`src/rtl/sata_fis_inserter.sv`:
```
`default_nettype none
//==============================================================================
// Module   : sata_fis_inserter
// Purpose  : SATA link-layer transmit framer: wraps a FIS dword stream in
//            SOF/EOF, fills idle time with SYNC, answers HOLD with HOLDA and
//            pads starvation with HOLD. Optional ALIGN insertion is enabled by
//            defining SATA_FIS_INSERTER_ALIGN_EN.
// Revision : 1.0  initial release
//==============================================================================

`ifndef SOF_PRIM
`define SOF_PRIM      32'h3737B57C
`endif
`ifndef EOF_PRIM
`define EOF_PRIM      32'hD5D5B57C
`endif
`ifndef SYNC_PRIM
`define SYNC_PRIM     32'hB5B5957C
`endif
`ifndef HOLD_PRIM
`define HOLD_PRIM     32'hD5D5AA7C
`endif
`ifndef HOLDA_PRIM
`define HOLDA_PRIM    32'h9595AA7C
`endif
`ifndef ALIGN_PRIM
`define ALIGN_PRIM    32'h7B4A4ABC
`endif
`ifndef DWORD_IS_PRIM
`define DWORD_IS_PRIM 1'b1
`endif
`ifndef DWORD_IS_DATA
`define DWORD_IS_DATA 1'b0
`endif

module sata_fis_inserter #(
  parameter int MIN_SYNC     = 2,
  parameter int ALIGN_PERIOD = 256
) (
  input  logic        clk,
  input  logic        reset,
  input  logic [31:0] fis_dat,
  input  logic        fis_val,
  input  logic        fis_eop,
  output logic        fis_rdy,
  input  logic        hold_req,
  output logic [31:0] tx_data,
  output logic        tx_datak
);

  localparam int GAP_W = (MIN_SYNC < 2) ? 1 : $clog2(MIN_SYNC + 1);
  localparam logic [GAP_W-1:0] C_GAP_INIT = GAP_W'(MIN_SYNC);

  typedef enum logic [1:0] {
    ST_IDLE = 2'd0,
    ST_DATA = 2'd1,
    ST_EOF  = 2'd2
  } state_t;

  state_t             r_state;
  logic [GAP_W-1:0]   r_gap_cnt;
  logic [31:0]        r_tx_data;
  logic               r_tx_datak;
  logic               w_align_due;

`ifdef SATA_FIS_INSERTER_ALIGN_EN
  localparam int ACW = $clog2(ALIGN_PERIOD);
  localparam logic [ACW-1:0] C_ALIGN_LAST = ACW'(ALIGN_PERIOD - 1);

  logic [ACW-1:0]     r_align_cnt;
  logic               r_align_due;
  logic               r_align_second;

  assign w_align_due = r_align_due;
`else
  assign w_align_due = 1'b0;
`endif

  assign fis_rdy  = (r_state == ST_DATA) & ~hold_req & ~w_align_due;
  assign tx_data  = r_tx_data;
  assign tx_datak = r_tx_datak;

  always_ff @(posedge clk) begin
    if (reset) begin
      r_state    <= ST_IDLE;
      r_gap_cnt  <= '0;
      r_tx_data  <= `SYNC_PRIM;
      r_tx_datak <= `DWORD_IS_PRIM;
`ifdef SATA_FIS_INSERTER_ALIGN_EN
      r_align_cnt    <= '0;
      r_align_due    <= 1'b0;
      r_align_second <= 1'b0;
`endif
    end else if (w_align_due) begin
      // Framing is frozen while the ALIGN pair goes out.
      r_tx_data  <= `ALIGN_PRIM;
      r_tx_datak <= `DWORD_IS_PRIM;
`ifdef SATA_FIS_INSERTER_ALIGN_EN
      r_align_second <= ~r_align_second;
      if (r_align_second) begin
        r_align_due <= 1'b0;
      end
`endif
    end else begin
      case (r_state)
        ST_IDLE: begin
          r_tx_datak <= `DWORD_IS_PRIM;
          if (r_gap_cnt != '0) begin
            r_tx_data <= `SYNC_PRIM;
            r_gap_cnt <= r_gap_cnt - GAP_W'(1);
          end else if (fis_val) begin
            r_tx_data <= `SOF_PRIM;
            r_state   <= ST_DATA;
          end else begin
            r_tx_data <= `SYNC_PRIM;
          end
        end
        ST_DATA: begin
          if (hold_req) begin
            r_tx_data  <= `HOLDA_PRIM;
            r_tx_datak <= `DWORD_IS_PRIM;
          end else if (fis_val) begin
            r_tx_data  <= fis_dat;
            r_tx_datak <= `DWORD_IS_DATA;
            if (fis_eop) begin
              r_state <= ST_EOF;
            end
          end else begin
            r_tx_data  <= `HOLD_PRIM;
            r_tx_datak <= `DWORD_IS_PRIM;
          end
        end
        ST_EOF: begin
          r_tx_data  <= `EOF_PRIM;
          r_tx_datak <= `DWORD_IS_PRIM;
          r_gap_cnt  <= C_GAP_INIT;
          r_state    <= ST_IDLE;
        end
        default: begin
          r_tx_data  <= `SYNC_PRIM;
          r_tx_datak <= `DWORD_IS_PRIM;
          r_state    <= ST_IDLE;
        end
      endcase
`ifdef SATA_FIS_INSERTER_ALIGN_EN
      // Every non-ALIGN load advances the period counter.
      if (r_align_cnt == C_ALIGN_LAST) begin
        r_align_cnt <= '0;
        r_align_due <= 1'b1;
      end else begin
        r_align_cnt <= r_align_cnt + ACW'(1);
      end
`endif
    end
  end

endmodule

`default_nettype wire

```
`config.mk`:
```
export PLATFORM = sky130hd
export DESIGN_NAME = sata_fis_inserter
export DESIGN_NICKNAME = d
export VERILOG_FILES = /design/src/rtl/sata_fis_inserter.sv
export SDC_FILE = /design/constraint.sdc
export NUM_CORES = 1
export LEC_CHECK = 0
export BUFFER_PORTS_ARGS = -buffer_cell sky130_fd_sc_hd__buf_2
export CAP_MARGIN = 20
export CORE_MARGIN = 1
export CORE_UTILIZATION = 37
export DETAILED_ROUTE_END_ITERATION = 10
export HOLD_SLACK_MARGIN = 0.15
export MAX_ROUTING_LAYER = met4
export PLACE_DENSITY = 0.74
export SLEW_MARGIN = 20
export SYNTH_ARGS = -nofsm -noshare
export SYNTH_HDL_FRONTEND = slang
export SYNTH_SLANG_ARGS = --single-unit
```
`constraint.sdc`:
```
create_clock -name clk -period 1.5 [get_ports clk]
set_input_delay 0.225 -clock clk [delete_from_list [all_inputs] [get_ports clk]]
set_output_delay 0.225 -clock clk [all_outputs]
set_load 0.03 [all_outputs]
```
Word level (Yosys, flattened, before mapping):

Cells that the tools add are included.
W data, S select, Z words.

* register bits: 37
* output and inout bits: 34
* logic and storage cells: 36

* $add $sub $neg: 1
* eq/ne operators: 8
* mux-type cells: 14
* bitwise logic cells: 3
* reduce and logical (&&, ||, !) cells: 6

Operators by type and width (number)
* $mux W32: 4
* $pmux W32 S3: 1
* $mux W2: 6
* $ne A2 B2 Y1 const B: 6
* $pmux W2 S2: 2
* $reduce_and A5 Y1: 1
* $reduce_bool A2 Y1: 2
* $reduce_or A3 Y1: 1
* $eq A2 B1 Y1 const B: 1
* $eq A2 B2 Y1 const B: 1
* $logic_not A2 Y1: 1
* $not A1 Y1: 2
* $reduce_and A2 Y1: 1
* $sub A2 B1 Y2 const B: 1
* $and A1 B1 Y1: 1
* $mux W1: 1

Logic depth before layout (Yosys ltp):

* depth in word-level cells: 4
* mapped depth: 5
* mapped depth without buffers: 5

Worst setup path before layout:

Ideal clock, no wire load.

* path kind: register -> register
* start point: register r_state[0]
* end point: register r_tx_data[22] (netlist: tx_data[22])
* library setup time: 0.070 ns
* arrival: 1.228 ns
* slack: 0.203 ns
* cell stages (with the launch flop): 4
* clock period less this slack: 1.297 ns
* cell sequence: dfxtp_1 nor3b_2 o21ai_1 a21oi_1

* cells in the longest elaborated chain, start to end: 2
* elaborated cells between the ends (all ways): 4
* those cells by class: eq/ne: 2; mux: 1; reduce/logical: 1

RTL lines
* start, declared: line 60 `state_t r_state;`
* start signal, assigned: line 85 `r_state <= ST_IDLE;`
* start signal, assigned: line 113 `r_state <= ST_DATA;`
* start signal, assigned: line 126 `r_state <= ST_EOF;`
* $eq A2 B2 Y1, or another cell as far along: line 105 `case (r_state)`
* $pmux W32 S3 (*): line 105
* end signal, assigned: line 109 `` r_tx_data <= `SYNC_PRIM; ``
* end signal, assigned: line 112 `` r_tx_data <= `SOF_PRIM; ``
* end signal, assigned: line 115 `` r_tx_data <= `SYNC_PRIM; ``
* end, declared: line 62 `logic [31:0] r_tx_data;`

Mark *: on every way between the ends. The rest lies on a longest branch, timed or not.
A chain may end at the register's enable or synchronous reset.

Final worst setup path:

* start point: register r_state[0]
* end point: output fis_rdy

* cells in the longest elaborated chain, start to end: 2

RTL lines
* $eq A2 B1 Y1: line 79 `assign fis_rdy = (r_state == ST_DATA) & ~hold_req & ~w_align_due;`
* $and A1 B1 Y1: line 79
* end, declared: line 45 `output logic fis_rdy,`

No other way between the ends.

==> key figures <==
Run status
  – Outcome: complete, no violations

Timing
  – Period utilization: 95.58%
  – Final worst path period need: 1434 ps
  – Min Hold Slack: 176.0 ps
  – Final total negative setup slack: 0 ps
  – Max-slew violation count: 0
  – Clock skew: 6.342 ps
  – Final hold violation count: 0
  – Final setup violating endpoints: 0
  – Worst Max-Slew Pin Slew: 367.1 ps
  – Fmax: 0.6975 GHz
  – Slew HR: 75.52%

Final layout
  – Fillers: 282
  – Design area: 2012 sq um
  – Share of cells above drive strength 1: 44.55%
  – Final net count: 257
  – Commonest non-fill, non-tap cell in the layout: buf_2
  – Commonest cells after routing, fill and taps aside: buf_2, dfxtp_1, dlygate4sd3_1, nand2b_2, a21oi_1
  – P&R area growth vs syn: 58.11%
  – Diodes inserted: 0

GRT
  – Gr ovfl total: 0
  – First-pass GRT wire length: 4581 um
  – Maximum number of pins on one net before global-route repair: 14
  – Antenna violations before repair: 0
  – Gr usage total: 17.83%
  – Number of global-route vias before repair: 1,106

Detailed routing
  – Met3 wire len: 247 um
  – Pre-antenna DRT Iters: 4
  – Vias: 1,186
  – DRT met1 WL: 1185 um
  – Post-Route WL: 2983 um
  – Post-DRT Antenna Nets: 0
  – Met2 Wirelength: 1494 um
  – Max layer used: met4
  – DRC Markers: 0
  – Via-to-Cell Ratio: 4.492
  – Wirelength per Cell: 11.30 um
  – First DRT Iteration DRCs: 10

Critical path
  – Crit Path Max Fanout: 9
  – Critical-path top delay cell: dfxtp_4
  – Startpoint Class: flop
  – Max incr delay on CP: 420 ps
  – CP Class: reg2out
  – Worst endpoint required time: 1270 ps
  – Worst path bufs/invs: 1
  – CP Capture Type: output port
  – Largest delay share family, worst path: flip-flops
  – Worst-path cell chain: nor3b_4, clkbuf_4
  – Arrival time worst endpoint: 1210 ps

Synthesis
  – Adder-cell share of the synthesized area: 0.9833%
  – Post-Synth XOR/XNOR Area: 0%
  – Simple-gate share of the synthesized area: 24.98%
  – Synth Register Bits: 37
  – Cell taking the most area after synthesis: dfxtp_1
  – Mux contribution to synthesized area: 0.7866%
  – Gate Count Post-Synth: 116
  – Synth top area cells: dfxtp_1, nand2b_2, a21oi_1, and3_1, nand2_1
  – Largest family of logic cells by synthesized area: simple AND/OR/NAND/NOR gates
  – Register area share after synthesis: 58.21%
  – Mapped Avg Cell Area: 10.97 sq um
  – Syn nets: 154
  – Compound-Gate Fraction of Synth Area: 9.833%
  – Netlist cell types: 31
  – Area of the mapped netlist: 1272 sq um
  – Ys Warns: 0
  – Area share of the largest cell type after synthesis: 58.21%

CTS
  – CTS tree: built
  – Clock Sinks: 37
  – Max Root-Sink Buffers: 2
  – CTS root buf: clkbuf_4
  – CTS Buf Count: 5
  – Worst-path clk slew: 100 ps
  – Worst-Skew Late Latency: 340 ps
  – H-tree depth: 2

Die
  – Die Y-Extent: 60.65 um
  – Die area: 3678 sq um
  – Row count: 20
  – I/O pins: 71
  – Die width: 60.65 um
  – CORE AREA: 3153 sq um
  – Initial Utilization: 40.36%

Hold path
  – Min-Delay Path Class: in2reg

Power
  – Max rail drop VDD: 0.0007034 V
  – P per Cell Area: 1157 nW/um^2
  – Leakage power: 0.9080 nW

Run
  – MaxCap Viol Count: 0

Place
  – Port bufs: 70
  – HPWL after DPL: 1920 um
  – Routability cong.: 0.7712
  – Placed instance area: 1653 sq um
power by group:
part | internal [mW] | switching [mW]
Combinational | 0.317 | 0.382
Sequential | 1.09 | 0.0497
Clock | 0.177 | 0.313
Total | 1.58 | 0.745
through the flow:
step	util (%)	setup slack [ps]	instances	power [mW]
6_report	63.81	66.25	264	2.328
5_1_grt	63.81	-2.931	264	2.483
4_1_cts	63.45	13.16	264	2.342
3_5_place_dp	52.42	160.5	227	1.787
3_3_place_gp	52.42	240.8	227	1.778
2_1_floorplan	-	202.7	116	1.613
worst paths after layout:
check                            start                         to  slack (ps)  cells past startpoint
max            r_state[0]$_SDFFE_PP0P_                    fis_rdy          70                      2
min reg2reg  r_gap_cnt[0]$_SDFFE_PP0P_  r_gap_cnt[0]$_SDFFE_PP0P_         530                      2
min                        fis_dat[22]     tx_data[22]$_SDFF_PP0_         180                      3
max reg2reg  r_gap_cnt[0]$_SDFFE_PP0P_  r_gap_cnt[0]$_SDFFE_PP0P_         150                      4
registers in the layout, summed over array words and instances (netlist names):
signal	cells
tx_data	32
r_gap_cnt	2
r_state	2
tx_datak	1
cell families after synthesis:
family,Yosys count
mux,1
simple gates,45
flops,37
compound gates,21
fa+ha+maj,1
buf+inv,11
final cells by class:
type                    count  area [sq um]  area share (%)
clock inverters             3         17.52          0.8706
inverters                   5         18.77          0.9328
multi-input cells          68         471.7           23.45
repair buffers            102         665.6           33.08
well taps                  44         55.05           2.736
flip-flops and latches     37         745.7           37.06
clock buffers               5         37.54           1.866
worst min-delay path, stage by stage:
cell and delay, ps:
buf_2 80, o21ai_1 50, a21oi_1 120
cells in the mapped netlist:
cell and count:
dfxtp_1 37, nand2b_2 10, a21oi_1 9, nand2_1 7, and3_1 6, inv_1 4
nand2b_1 4, o21ai_1 3, o21bai_1 3, buf_2 2, buf_4 2, buf_6 2
nand3_1 2, nor2_1 2, nor2b_1 2, nor3b_2 2, o21a_1 2, o21ai_0 2
or2_1 2, or3_1 2, a221oi_1 1, and2b_1 1, ha_1 1, inv_2 1
mux2i_1 1, nand2b_4 1, nand3b_1 1, nor3_4 1, nor3b_1 1, nor4b_1 1
o22a_1 1
metal layers:
metal / GRT usage, % / vias to the layer above
met5: - / -
met4: 6.494 / 0
met3: 6.610 / 8
met2: 31.24 / 55
met1: 18.11 / 531
li1: - / 592
repair_timing:
| action | 4_1_cts | 5_1_grt |
|---|---|---|
| endpoints found under the setup margin | 1 | 1 |
| resized for setup | 2 | 3 |
| hold endpoints to repair | 29 | 0 |
| setup buffers | 0 | 0 |
| hold buffers | 29 | 0 |
No activity file was read; power rests on OpenSTA's default activity.
